`src/rtl/sqrt_pkg.sv`:
```
// ---------------------------------------------------------------------------
// sqrt_pkg
// Shared definitions for the FP16 square-root request scheduler:
//   - FP16 special-value constants
//   - scheduler state encoding
//   - operand class encoding produced by fp16_classify
// ---------------------------------------------------------------------------
package sqrt_pkg;

    localparam logic [15:0] FP16_QNAN = 16'h7E00;
    localparam logic [15:0] FP16_PINF = 16'h7C00;
    localparam logic [4:0]  EXP_MAX   = 5'h1F;

    typedef enum logic [1:0] {
        ST_IDLE  = 2'd0,
        ST_ISSUE = 2'd1,
        ST_WAIT  = 2'd2,
        ST_RESP  = 2'd3
    } state_t;

    typedef enum logic [2:0] {
        CLS_NAN  = 3'd0,
        CLS_PINF = 3'd1,
        CLS_NINF = 3'd2,
        CLS_ZERO = 3'd3,
        CLS_NEG  = 3'd4,
        CLS_NORM = 3'd5
    } class_t;

endpackage

```
`src/rtl/fp16_classify.sv`:
```
// ---------------------------------------------------------------------------
// fp16_classify
// Combinational FP16 operand classifier for the square-root scheduler.
// Every class except CLS_NORM has a fully determined square root, returned
// on o_result; for CLS_NORM o_result is 0 and the operand goes to the core.
//
// Ports:
//   i_op     in  16  FP16 operand {sign, exp[4:0], mant[9:0]}
//   o_class  out  3  operand class (class_t)
//   o_result out 16  special-case square root (0 for CLS_NORM)
// ---------------------------------------------------------------------------
module fp16_classify
    import sqrt_pkg::*;
(
    input  logic [15:0] i_op,
    output class_t      o_class,
    output logic [15:0] o_result
);

    logic       w_sign;
    logic [4:0] w_exp;
    logic [9:0] w_mant;

    assign w_sign = i_op[15];
    assign w_exp  = i_op[14:10];
    assign w_mant = i_op[9:0];

    always_comb begin
        o_class  = CLS_NORM;
        o_result = 16'h0000;
        if (w_exp == EXP_MAX) begin
            if (w_mant != 10'd0) begin
                o_class  = CLS_NAN;
                o_result = FP16_QNAN;
            end else if (w_sign) begin
                o_class  = CLS_NINF;
                o_result = FP16_QNAN;
            end else begin
                o_class  = CLS_PINF;
                o_result = FP16_PINF;
            end
        end else if ((w_exp == 5'd0) && (w_mant == 10'd0)) begin
            // sqrt(+0) = +0, sqrt(-0) = -0
            o_class  = CLS_ZERO;
            o_result = {w_sign, 15'd0};
        end else if (w_sign) begin
            // negative normal or subnormal
            o_class  = CLS_NEG;
            o_result = FP16_QNAN;
        end
    end

endmodule

```
`src/rtl/sqrt_sched.sv`:
```
// ---------------------------------------------------------------------------
// sqrt_sched
// Round-robin scheduler/sequencer in front of the shared iterative FP16
// square-root core. Accepts one request at a time, answers special operands
// directly and issues everything else to the core.
//
// Optional feature macro: SQRT_SCHED_TIMEOUT_EN (WAIT-state watchdog that
// forces a QNaN result with res_err after TIMEOUT_CYCLES WAIT cycles).
//
// Ports:
//   clk, rst_n                 clock, async active-low reset
//   req0_valid/ready/data[16]  requester 0 handshake + operand
//   req1_valid/ready/data[16]  requester 1 handshake + operand
//   core_start                 one-cycle issue pulse to the core
//   core_op[16]                operand to the core, held until core_done
//   core_done, core_result[16] core completion and result
//   res_valid/res_ready        result handshake
//   res_data[16]               FP16 result
//   res_id                     owning requester
//   res_special                result came from the special-case path
//   res_err                    watchdog expired
//
// state | meaning
// ------+---------------------------------------------------------------
// IDLE  | waiting for a request; ready is granted combinationally
// ISSUE | core_start pulse with the latched operand
// WAIT  | waiting for core_done (or watchdog expiry)
// RESP  | res_valid high, result held until res_ready
// ---------------------------------------------------------------------------
module sqrt_sched
    import sqrt_pkg::*;
#(
    parameter int unsigned TIMEOUT_CYCLES = 64
) (
    input  logic        clk,
    input  logic        rst_n,
    input  logic        req0_valid,
    output logic        req0_ready,
    input  logic [15:0] req0_data,
    input  logic        req1_valid,
    output logic        req1_ready,
    input  logic [15:0] req1_data,
    output logic        core_start,
    output logic [15:0] core_op,
    input  logic        core_done,
    input  logic [15:0] core_result,
    output logic        res_valid,
    input  logic        res_ready,
    output logic [15:0] res_data,
    output logic        res_id,
    output logic        res_special,
    output logic        res_err
);

    if (TIMEOUT_CYCLES < 1) begin : g_bad_timeout
        $error("sqrt_sched: TIMEOUT_CYCLES must be at least 1");
    end

    state_t      r_state;
    state_t      w_next;
    logic        r_last_grant;
    logic        r_id;
    logic [15:0] r_op;
    logic [15:0] r_res;
    class_t      r_class;

    logic        w_grant0;
    logic        w_grant1;
    logic        w_accept;
    logic [15:0] w_sel_op;
    class_t      w_class;
    logic [15:0] w_spec_res;
    logic        w_done;
    logic        w_expire;

    // Single valid wins outright; on contention the requester that did not
    // win last time gets the grant.
    assign w_grant0 = req0_valid & (~req1_valid | r_last_grant);
    assign w_grant1 = req1_valid & (~req0_valid | ~r_last_grant);
    assign w_sel_op = w_grant1 ? req1_data : req0_data;
    assign w_accept = (r_state == ST_IDLE) & (req0_valid | req1_valid);
    assign w_done   = (r_state == ST_WAIT) & core_done;

    fp16_classify u_classify (
        .i_op     (w_sel_op),
        .o_class  (w_class),
        .o_result (w_spec_res)
    );

`ifdef SQRT_SCHED_TIMEOUT_EN
    localparam int unsigned TO_W = $clog2(TIMEOUT_CYCLES + 1);

    logic [TO_W-1:0] r_to_cnt;
    logic            r_err;

    // Expiry on the TIMEOUT_CYCLES-th WAIT cycle; a simultaneous core_done wins.
    assign w_expire = (r_state == ST_WAIT) & ~core_done &
                      (r_to_cnt == TO_W'(TIMEOUT_CYCLES - 1));

    always_ff @(posedge clk or negedge rst_n) begin
        if (!rst_n) begin
            r_to_cnt <= '0;
        end else if (r_state == ST_ISSUE) begin
            r_to_cnt <= '0;
        end else if (r_state == ST_WAIT) begin
            r_to_cnt <= r_to_cnt + 1'b1;
        end
    end

    always_ff @(posedge clk or negedge rst_n) begin
        if (!rst_n) begin
            r_err <= 1'b0;
        end else if (w_accept) begin
            r_err <= 1'b0;
        end else if (w_expire) begin
            r_err <= 1'b1;
        end
    end

    assign res_err = r_err;
`else
    assign w_expire = 1'b0;
    assign res_err  = 1'b0;
`endif

    // State register
    always_ff @(posedge clk or negedge rst_n) begin
        if (!rst_n) begin
            r_state <= ST_IDLE;
        end else begin
            r_state <= w_next;
        end
    end

    // Next-state logic
    always_comb begin
        w_next = r_state;
        case (r_state)
            ST_IDLE: begin
                if (w_accept) begin
                    w_next = (w_class == CLS_NORM) ? ST_ISSUE : ST_RESP;
                end
            end
            ST_ISSUE: w_next = ST_WAIT;
            ST_WAIT: begin
                if (w_done || w_expire) begin
                    w_next = ST_RESP;
                end
            end
            ST_RESP: begin
                if (res_ready) begin
                    w_next = ST_IDLE;
                end
            end
            default: w_next = ST_IDLE;
        endcase
    end

    // FSM outputs
    always_comb begin
        req0_ready = 1'b0;
        req1_ready = 1'b0;
        core_start = 1'b0;
        res_valid  = 1'b0;
        case (r_state)
            ST_IDLE: begin
                req0_ready = w_grant0;
                req1_ready = w_grant1;
            end
            ST_ISSUE: core_start = 1'b1;
            ST_RESP:  res_valid  = 1'b1;
            default: ;
        endcase
    end

    // Request/result datapath. For normal operands w_spec_res is 0, so the
    // result register stays 0 until the core answers.
    always_ff @(posedge clk or negedge rst_n) begin
        if (!rst_n) begin
            r_last_grant <= 1'b1;
            r_id         <= 1'b0;
            r_op         <= 16'h0000;
            r_res        <= 16'h0000;
            r_class      <= CLS_NORM;
        end else if (w_accept) begin
            r_last_grant <= w_grant1;
            r_id         <= w_grant1;
            r_op         <= w_sel_op;
            r_res        <= w_spec_res;
            r_class      <= w_class;
        end else if (w_done) begin
            r_res        <= core_result;
        end else if (w_expire) begin
            r_res        <= FP16_QNAN;
        end
    end

    assign core_op     = r_op;
    assign res_data    = r_res;
    assign res_id      = r_id;
    assign res_special = (r_class != CLS_NORM);

endmodule

```
`config.mk`:
```
export PLATFORM = sky130hd
export DESIGN_NAME = sqrt_sched
export DESIGN_NICKNAME = d
export VERILOG_FILES = /design/src/rtl/sqrt_pkg.sv /design/src/rtl/fp16_classify.sv /design/src/rtl/sqrt_sched.sv
export SDC_FILE = /design/constraint.sdc
export NUM_CORES = 1
export LEC_CHECK = 0
export CORE_ASPECT_RATIO = 1.1
export CORE_MARGIN = 1.5
export CORE_UTILIZATION = 37
export DETAILED_ROUTE_END_ITERATION = 8
export PLACE_DENSITY_LB_ADDON = 0.1
export SLEW_MARGIN = 10
export SYNTH_ARGS = -nofsm -noshare
export SYNTH_HDL_FRONTEND = slang
export SYNTH_SLANG_ARGS = --single-unit
export TNS_END_PERCENT = 1
```
`constraint.sdc`:
```
create_clock -name clk -period 1.5 [get_ports clk]
set_input_delay 0.3 -clock clk [delete_from_list [all_inputs] [get_ports clk]]
set_output_delay 0.3 -clock clk [all_outputs]
set_load 0.1 [all_outputs]
```
== Yosys cells after proc, flatten, opt, wreduce, memory -nomap -nowiden ==
Index checks and enable logic that the tools add are counted.

* Word-level logic and storage cells: 54
* Output and inout bits: 39
* Register bits after elaboration: 39

* Mux-type cells: 22
* Reductions and logical operators: 7
* Equality and inequality tests: 9
* Bitwise gates (word level): 10

{| class="wikitable"
|+ Operators by type and width
! cell !! number
|-
| $mux 16 || 6
|-
| $mux 15 || 1
|-
| $logic_not 10->1 || 1
|-
| $mux 10 || 1
|-
| $mux 2 || 5
|-
| $reduce_bool 10->1 || 1
|-
| $mux 3 || 3
|-
| $pmux 2 s4 || 1
|-
| $ne 2x2->1 const B || 3
|-
| $eq 5x5->1 const B || 1
|-
| $logic_not 5->1 || 1
|-
| $mux 1 || 5
|-
| $and 1x1->1 || 4
|-
| $eq 2x2->1 const B || 2
|-
| $eq 3x3->1 const B || 1
|-
| $ne 3x3->1 const B || 1
|-
| $not 1->1 || 3
|-
| $or 1x1->1 || 3
|-
| $reduce_and 3->1 || 1
|-
| $eq 2x1->1 const B || 1
|-
| $logic_not 2->1 || 1
|-
| $reduce_bool 2->1 || 1
|-
| $logic_and 1x1->1 || 1
|}

== Longest topological paths before layout ==
Gate-level depths: netlist of the first run.

* Depth after elaboration: 12
* Mapped depth: 7
* Depth with buffers taken out: 7

== Modules after synthesis ==
Synthesis of the first run repeated with hierarchy kept, for this count alone.

* Cells, all modules: 254
* Area total of the unflattened synthesis: 2185.8 µm²

{| class="wikitable"
|+ Modules (own cells, without submodules)
! module !! cells an instance !! area each (µm²) !! seq. area each (µm²) !! times used
|-
| sqrt_sched || 220 || 1988.2 || 979.7 || 1
|-
| fp16_classify || 34 || 197.7 || 0.0 || 1
|}

== Worst setup path before layout of the first run ==
No wires, ideal clock.

* Kind: reg2out
* Start point: reg r_state[1]
* End point: out req0_ready
* Arrival time: 2234 ps
* Stages on the path, launching flop included: 5
* Setup slack: -1034 ps
* Cell sequence: dfrtp_1 inv_1 ha_1 nand2_1 a21oi_1

* Cells in the longest elaborated chain, start to end: 2

{| class="wikitable"
|+ RTL lines
! what !! line !! source
|-
| start: declaration || sqrt_sched.sv:59 || <nowiki>state_t r_state;</nowiki>
|-
| start signal: assignment || sqrt_sched.sv:131 || <nowiki>r_state <= w_next;</nowiki>
|-
| $logic_not 2->1 || sqrt_sched.sv:165 || <nowiki>case (r_state)</nowiki>
|-
| $mux 1 || sqrt_sched.sv:165 ||
|-
| end: declaration || sqrt_sched.sv:38 || <nowiki>output logic req0_ready,</nowiki>
|}

No other way between the ends.

== Final worst setup path of the first run ==
* Start point: in req1_data[1]
* End point: reg r_res[12], in the netlist res_data[12]

* Cells in the longest elaborated chain, start to end: 6

{| class="wikitable"
|+ RTL lines
! what !! line !! source
|-
| start: declaration || sqrt_sched.sv:42 || <nowiki>input logic [15:0] req1_data,</nowiki>
|-
| $mux 16 || sqrt_sched.sv:80 || <nowiki>assign w_sel_op = w_grant1 ? req1_data : req0_data;</nowiki>
|-
| $logic_not 10->1 || fp16_classify.sv:42 || <nowiki>end else if ((w_exp == 5'd0) && (w_mant == 10'd0)) begin</nowiki>
|-
| $logic_and 1x1->1 || fp16_classify.sv:42 ||
|-
| $mux 16 || fp16_classify.sv:42 ||
|-
| $mux 16 || fp16_classify.sv:31 || <nowiki>if (w_exp == EXP_MAX) begin</nowiki>
|-
| $mux 16 || sqrt_sched.sv:185 || <nowiki>end else if (w_accept) begin</nowiki>
|-
| end signal: assignment || sqrt_sched.sv:189 || <nowiki>r_res <= w_spec_res;</nowiki>
|-
| end signal: assignment || sqrt_sched.sv:192 || <nowiki>r_res <= core_result;</nowiki>
|-
| end: declaration || sqrt_sched.sv:64 || <nowiki>logic [15:0] r_res;</nowiki>
|}

No other way between the ends.
A chain may end at the register's enable or synchronous reset.

==> flow_metrics.tcl, run 1 <==
set metrics [dict create \
    first_global_vias 2088 \
    drc 0 \
    coreArea_sq_um 5330 \
    htree_levels 2 \
    die_w_um 73.4 \
    first_iter_violations 28 \
    syn_to_final_growth_pct 98.6 \
    synth_cells 209 \
    start_util 0.378 \
    die_y_um 80.4 \
    worstPathArrival_ns 1.88 \
    globalRoute.totalOverflow 0 \
    diodes 0 \
    dp_hpwl_um 4270 \
    wl_per_cell_um 13.7 \
    postRouteAntennaNets 0 \
    fin_ws_ns -0.201 \
    fmaxAchievable_mhz 588 \
    mostFrequentLayoutCell "nand2_1" \
    ys.flop_type "dfrtp_1" \
    critPathLaunchType "input port" \
    clk_pin_slew_ns 0.08 \
    crit_type "in -> reg" \
    critPathCaptureType "flip-flop" \
    final_cell_mix "nand2_1 (48), clkdlybuf4s50_1 (46), buf_12 (44)" \
    viasPerCell 4.85 \
    yosys.area.top_type_share 0.447 \
    yosys_warnings 0 \
    crit_fanout 5 \
    synth_top_cell_by_area "dfrtp_1" \
    synth_edf_count 0 \
    r2r_end "res_data[12]" \
    cts-root-buf "clkbuf_8" \
    rsz0062_at_grt "true" \
    cts_max_path_buffers 2 \
    synth_area_sq_um 2010 \
    r2r_slack_ns -0.20 \
    status "complete, but fails checks" \
    drt_first_pass_iters 4 \
    finalMaxSlewViolations 0 \
    clk_latency_ns 0.29 \
    ir_drop_mv 1.80 \
    startpoint "req1_data[1]" \
    clock_skew_ns 0.00645 \
    ios 93 \
    place_ws_ns -0.663 \
    power.leakage_nw 1.77 \
    yosys-top-cells-area "dfrtp_1 (45%), nand2_1 (9.3%), mux2i_1 (8.9%), o21ai_0 (4.7%), dfstp_2 (3.9%)" \
    synth_nets 267 \
    synth_cell_types 43 \
    postRouteWirelength_um 5700 \
    io_buffer_count 91 \
    period_needed_ns 1.70 \
    cts_buffers 5 \
    grt_pass1_wl_um 9590 \
    hold_viol 0 \
    maxCapViolCount 0 \
    cp.required_ns 1.67 \
    grt_max_degree 40 \
    die-area_sq_um 5900 \
    drive_gt1_frac 0.382 \
    clkSinkCount 39 \
    violations "setup timing" \
    power_density_nw_per_um2 2520 \
    hold_path.class "reg -> reg" \
    crit_end "res_data[12]" \
    grtUsageTotal 0.211 \
    fin_hold_ws_ns 0.464 \
    r2r_cells 6 \
    rows 28 \
    nets 397 \
    syn_avg_cell_area_sq_um 9.64 \
    ys_seq_area_frac 0.486 \
    num_vias 2014 \
    antenna_found_initial 0 \
    r2r_start "r_last_grant" \
    finalCritPeriodShare 1.13 \
    gp_congestion 0.825 \
    setup_tns_ns -2.52 \
    cts_tree "built" \
    ys_ff_latch 39 \
    async_flop_share 1.00 \
    setup_viol 23 \
]
## through the flow
stage	util	total power [W]	area [sq um]	instances
6_report	0.751	0.0101	4000	415
2_1_floorplan	-	0.00608	2060	209
3_3_place_gp	0.703	0.00891	3740	401
3_5_place_dp	0.703	0.00901	3740	401
5_1_grt	0.751	0.0105	4000	415
4_1_cts	0.744	0.0101	3960	415
## flip-flops by register name, summed over array words and instances (netlist names)
name and cells:
core_op 16, res_data 16, r_class 3, r_state 2, r_last_grant 1, res_id 1
## layer usage
metal | routed length, um | GRT usage | up-vias
met5 | 0 | 0 | -
met4 | 129 | 0.0667 | 0
met3 | 366 | 0.0577 | 12
met2 | 2960 | 0.375 | 66
met1 | 2240 | 0.243 | 941
li1 | - | - | 995
## how the worst min path moves through the flow
| stage | start | end | slack (ns) | cells after the start |
|---|---|---|---|---|
| floorplan | rst_n | core_op[0] | 0.004 | 0 |
| global placement | rst_n | res_data[2] | 0.29 | 2 |
| detailed placement | rst_n | res_data[7] | 0.29 | 2 |
| CTS | r_class[0] | r_class[0] | 0.47 | 2 |
| global route | r_class[0] | r_class[0] | 0.49 | 2 |
| finish | r_class[0] | r_class[0] | 0.46 | 2 |
## final cells by class
class	count	area, sq um
Clock inverter	3	43.8
Sequential cell	39	981
Timing Repair Buffer	134	1700
Inverter	5	18.8
Tap cell	75	93.8
Clock buffer	5	68.8
Multi-Input combinational cell	154	1090
Fill cell	391	1330
## logic make-up after synthesis
group / Yosys count / share of synthesized area
buffers and inverters: 16 / 0.0379
multiplexers: 19 / 0.0950
AO/OA/AOI/OAI: 52 / 0.171
flip-flops: 39 / 0.486
adder cells (fa/ha/maj): 4 / 0.0248
other: 1 / 0.00186
AND/OR/NAND/NOR: 78 / 0.183
## synthesized netlist by cell type (2+ instances only)
master    number
a21o_1         2
dfstp_2        3
ha_1           4
clkbuf_1       7
o22ai_1        2
nor2_1         7
dfrtp_1       36
a31oi_1        6
mux2i_1       18
nor3_1         2
buf_4          2
inv_1          5
and2_1         2
a21oi_1       13
and3_1         2
nand2_1       50
o21ai_0       19
nor4_1         4
## power breakdown
group,switching [W],total [W],internal (W)
Sequential,0.000474,0.00201,0.00154
Combinational,0.00439,0.00717,0.00278
Clock,0.000393,0.000889,0.000495
Total,0.00526,0.0101,0.00481
## timing repair
item                                    in CTS  in global routing
buffers inserted                             5                  0
pin swaps                                    9                  2
hold endpoints to repair                    36                  0
gates resized for setup                     26                 13
endpoints found under the setup margin      16                 36
hold buffers                                 1                  0
## worst max-delay path, stage by stage
cell,delay (ns)
clkdlybuf4s50_1,0.43
nor4_2,0.36
and4_4,0.30
o22ai_4,0.09
a211oi_4,0.31
a31oi_1,0.08
(Power assumes the default switching activity.)
==> run 2, diff against run 1 <==
PLACE_DENSITY = 0.76   (was default)
PLACE_DENSITY_LB_ADDON = default   (was 0.1)
==> run 2 against run 1 <==
The flow still finishes with violations (setup timing). Via count is 1.6% lower. Sequential cell count stayed put. Clock power is 19% lower. Utilization is 2.0 points lower. Total power is 3.9% lower. Largest cell class unchanged. Largest power group unchanged.
==> flow_metrics.tcl, run 2 (same netlist as run 1, synthesis figures left out) <==
set metrics [dict create \
    sequentialPowerShare 0.209 \
    die_y_um 80.4 \
    crit_type "in -> reg" \
    gp_congestion 0.823 \
    htree_levels 2 \
    period_needed_ns 1.67 \
    nFillCells 388 \
    syn_to_final_growth_pct 93.2 \
    globalRoute.totalOverflow 0 \
    setup_tns_ns -1.37 \
    grt_pass1_wl_um 9400 \
    finalCritPeriodShare 1.12 \
    cts_tree "built" \
    cp.required_ns 1.66 \
    drive_gt1_frac 0.364 \
    clockPowerShare 0.074 \
    start_util 0.378 \
    postRouteWirelength_um 5740 \
    cts-root-buf "clkbuf_8" \
    hold_path.class "in -> reg" \
    drc 0 \
    setup_viol 13 \
    critPathCaptureType "flip-flop" \
    cts_max_path_buffers 2 \
    clk_latency_ns 0.29 \
    fmaxAchievable_mhz 597 \
    finalNonFillerCells 410 \
    maxCapViolCount 0 \
    ir_drop_mv 1.78 \
    hold_viol 0 \
    die-area_sq_um 5900 \
    dp_hpwl_um 4350 \
    power_density_nw_per_um2 2490 \
    first_global_vias 2021 \
    critPathLaunchType "input port" \
    worstPathArrival_ns 1.84 \
    ios 93 \
    postRouteAntennaNets 0 \
    fin_util 0.731 \
    mostFrequentLayoutCell "nand2_1" \
    drt_first_pass_iters 4 \
    seq_area_sq_um 980 \
    startpoint "req0_data[5]" \
    cts_buffers 5 \
    clk_pin_slew_ns 0.08 \
    io_buffer_count 91 \
    viasPerCell 4.83 \
    grt_max_degree 40 \
    status "complete, but fails checks" \
    switching_share 0.534 \
    min-delay-start "req0_data[10]" \
    clock_skew_ns 0.00412 \
    num_vias 1982 \
    r2r_start "r_last_grant" \
    fin_ws_ns -0.174 \
    power.switching_w 0.00517 \
    first_iter_violations 40 \
    placedInstanceArea_sq_um 3650 \
    rows 28 \
    wl_per_cell_um 14.0 \
    coreArea_sq_um 5330 \
    fin_hold_ws_ns 0.352 \
    internal_power_w 0.00451 \
    p_comb_frac 0.717 \
    die_w_um 73.4 \
    dpl.cell_count 395 \
    nets 392 \
    antenna_found_initial 0 \
    final_cell_mix "nand2_1 (48), buf_12 (40), dfrtp_1 (36), clkdlybuf4s50_1 (36), buf_4 (27)" \
    grtUsageTotal 0.206 \
    rsz0062_at_grt "true" \
    multiInputGateArea_sq_um 1090 \
    diodes 0 \
    power.leakage_nw 1.76 \
    violations "setup timing" \
    finalMaxSlewViolations 0 \
    clkSinkCount 39 \
    fin_area_sq_um 3890 \
    crit_fanout 5 \
]
-- run 2: timing repair --
action | 4_1_cts | 5_1_grt
endpoints found under the setup margin | 17 | 32
pin swaps | 13 | 10
endpoints found under the hold margin | 36 | 0
resized for setup | 33 | 19
hold buffers | 1 | 0
setup buffers | 7 | 0
-- run 2: final timing paths --
path	end	slack (ns)	cells after the start
worst max register to register	res_data[13]	-0.15	5
min in group asynchronous	res_data[0]	0.52	3
worst min register to register	r_class[0]	0.47	2
worst min-delay path	core_op[10]	0.35	3
worst max-delay path	res_data[13]	-0.17	6
max in group asynchronous	r_class[2]	0.72	3
-- run 2: power by group through the flow --
| stage | Combinational [W] | Sequential [W] | Clock (W) |
|---|---|---|---|
| detailed placement | 0.00678 | 0.00204 | 0 |
| global placement | 0.00671 | 0.00201 | 0 |
| CTS | 0.00689 | 0.00202 | 0.000727 |
| global route | 0.00721 | 0.00208 | 0.000787 |
| finish | 0.00694 | 0.00202 | 0.000719 |
| floorplan | 0.00152 | 0.00456 | 0 |
-- run 2: area by class of cell --
type	instances	share of cell area
Inverter	5	0.00482
Multi-Input combinational cell	154	0.281
Sequential cell	39	0.252
Clock buffer	7	0.0222
Tap cell	75	0.0241
Clock inverter	1	0.00129
Timing Repair Buffer	129	0.415
-- run 2: stage by stage --
stage	worst slack, ns	total power, W
final	-0.174	0.00968
after detailed placement	-0.647	0.00882
after global placement	-0.635	0.00872
after floorplan	-0.111	0.00608
after global routing	-0.220	0.0101
after CTS	-0.171	0.00964
-- run 2: per-layer routing --
metal,part of all wire,global-route usage
met4,0.013,0.0519
met5,0,0
met1,0.42,0.251
met2,0.52,0.372
met3,0.047,0.0364
-- run 2: worst max-delay path, stage by stage --
cell	delay, ns
clkdlybuf4s50_1	0.44
nor4_2	0.25
and4b_2	0.31
o22ai_4	0.10
a211oi_4	0.35
a31oi_1	0.09
==> run 3, diff against run 2 <==
--- a/config.mk
+++ b/config.mk
@@ -8,7 +8,7 @@
 export CORE_ASPECT_RATIO = 1.1
 export CORE_MARGIN = 1.5
-export CORE_UTILIZATION = 37
+export CORE_UTILIZATION = 41
 export DETAILED_ROUTE_END_ITERATION = 8
-export PLACE_DENSITY = 0.76
+export PLACE_DENSITY = 0.8
 export SLEW_MARGIN = 10
 export SYNTH_ARGS = -nofsm -noshare
==> constraint.sdc (replaced) <==
create_clock -name clk -period 1.55 [get_ports clk]
set_input_delay 0.2325 -clock clk [delete_from_list [all_inputs] [get_ports clk]]
set_output_delay 0.2325 -clock clk [all_outputs]
set_load 0.1 [all_outputs]
==> run 3 against run 2 <==
The run still ends with setup timing left. Wire length grew 4.5%. Die area is 9.4% lower. Clock power down 8.2%. Sequential cell count stayed put. Via count rose by 2.1%. Worst hold slack worse by 0.050 ns. Register-to-register slack improved by 0.02 ns. Worst setup slack worse by 0.043 ns. Total power fell by 4.0%. Sequential share of layout area rose by 0.74 points. Combinational power shrank 3.6%. Largest cell class unchanged.
==> flow_metrics.tcl, run 3 (same netlist as run 1, synthesis figures left out) <==
set metrics [dict create \
    grtUsageTotal 0.225 \
    drive_gt1_frac 0.328 \
    critPathLaunchType "input port" \
    diodes 0 \
    r2r_cells 5 \
    crit_slowest_cell "clkdlybuf4s50_1" \
    cts_buffers 5 \
    antenna_found_initial 0 \
    grt_max_degree 21 \
    cts_max_path_buffers 2 \
    clk_latency_ns 0.29 \
    crit_fanout 5 \
    fin_util 0.807 \
    clock_skew_ns 0.00847 \
    critPathCaptureType "flip-flop" \
    nets 389 \
    status "complete, but fails checks" \
    r2r_slack_ns -0.13 \
    dp_hpwl_um 4520 \
    io_buffer_count 91 \
    start_util 0.430 \
    grt_pass1_wl_um 9600 \
    crit_type "in -> reg" \
    cp.required_ns 1.71 \
    fin_hold_ws_ns 0.302 \
    cts_tree "built" \
    ir_drop_mv 1.83 \
    power.leakage_nw 1.72 \
    fin_ws_ns -0.218 \
    r2r_end "res_data[12]" \
    clkSinkCount 39 \
    hold_path.class "in -> reg" \
    wl_per_cell_um 15.5 \
    place_ws_ns -0.521 \
    worstPathArrival_ns 1.93 \
    finalMaxSlewViolations 0 \
    globalRoute.totalOverflow 0 \
    worstPathCellList "clkdlybuf4s50_1 -> nor4_1 -> and4_2 -> o22ai_4 -> a211oi_4 -> a31oi_1" \
    fmaxAchievable_mhz 566 \
    gp_congestion 0.868 \
    syn_to_final_growth_pct 87.6 \
    holdPathStages 3 \
    htree_levels 2 \
    first_global_vias 2080 \
    viasPerCell 5.22 \
    clk_pin_slew_ns 0.07 \
    mostFrequentLayoutCell "nand2_1" \
    r2r_start "r_last_grant" \
    die-area_sq_um 5340 \
    hold_path_end "core_op[5]" \
    finalCritPeriodShare 1.14 \
    die_w_um 69.8 \
    violations "setup timing" \
    rsz0062_at_grt "true" \
    die_y_um 76.5 \
    crit_family "simple AND/OR/NAND/NOR gates" \
    num_vias 2024 \
    coreArea_sq_um 4680 \
    postRouteAntennaNets 0 \
    maxCapViolCount 0 \
    final_cell_mix "nand2_1 (50), clkdlybuf4s50_1 (44), buf_12 (39)" \
    cts-root-buf "clkbuf_8" \
    first_iter_violations 115 \
    hold_viol 0 \
    postRouteWirelength_um 6000 \
    path_buf_inv 1 \
    slowest_delay_ns 0.43 \
    min-delay-start "req0_data[5]" \
    setup_viol 12 \
    power_density_nw_per_um2 2460 \
    drc 0 \
    ios 93 \
    period_needed_ns 1.77 \
    drt_first_pass_iters 4 \
    rows 26 \
]
==> run 3: cell types whose count changed in the layout (fill, tap and decap cells not counted), sizes merged <==
cell	before	now
clkbuf	9	5
dlymetal6s2s	3	2
dlygate4sd2	10	6
buf	76	73
clkdlybuf4s50	36	44
clkdlybuf4s15	1	0
clkinv	1	3
==> run 3: routing by layer <==
layer	GRT usage	vias up	part of all wire
li1	-	978	-
met1	0.255	960	0.41
met2	0.406	81	0.53
met3	0.0582	5	0.056
met4	0.0769	0	0.0082
met5	0	-	0
==> run 3: through the flow <==
step                setup TNS [ns]  std cells  instance area [sq um]  total power, W
global placement             -7.07        375                   3580         0.00835
global route                 -2.00        388                   3780         0.00965
finish                       -1.58        388                   3780         0.00929
floorplan                   -0.209        209                   2030         0.00581
CTS                         -0.758        388                   3730         0.00923
detailed placement           -8.79        375                   3580         0.00845
==> run 3: power by group <==
group	total [W]	switching, W	leakage, nW	internal (W)
Sequential	0.00194	0.000455	0.481	0.00149
Combinational	0.00669	0.00422	1.19	0.00247
Clock	0.000660	0.000353	0.0477	0.000308
==> run 3: area by class of cell <==
| cell class | instances | area [sq um] |
|---|---|---|
| clock buffer | 5 | 68.8 |
| clock inverter | 3 | 15.0 |
| sequential | 39 | 980 |
| fill | 277 | 905 |
| multi-input combinational | 154 | 1050 |
| inverter | 5 | 18.8 |
| tap | 56 | 70.1 |
| timing repair buffer | 126 | 1580 |
==> run 3: how the worst max path moves through the flow <==
stage,from,end,slack [ns],cells after the start
detailed placement,req0_data[10],res_data[14],-0.52,6
CTS,r_last_grant,res_data[14],-0.12,6
global route,req1_data[7],res_data[12],-0.24,6
floorplan,r_state[1],r_state[1],-0.13,6
finish,req1_data[7],res_data[12],-0.22,6
global placement,req0_data[5],res_data[10],-0.47,7
==> run 3: worst reg2reg max path, stage by stage, from the launching register on <==
cell,delay (ns)
dfstp_2,0.57
a21boi_4,0.09
and4b_2,0.34
o22ai_4,0.10
a211oi_4,0.36
a31oi_1,0.09
==> run 3: what timing repair did <==
action / 4_1_cts / 5_1_grt
endpoints found under the setup margin: 22 / 15
pin swaps: 6 / 7
setup buffers: 5 / 0
hold endpoints to repair: 15 / 0
hold buffers: 1 / 0
gates resized for setup: 15 / 13
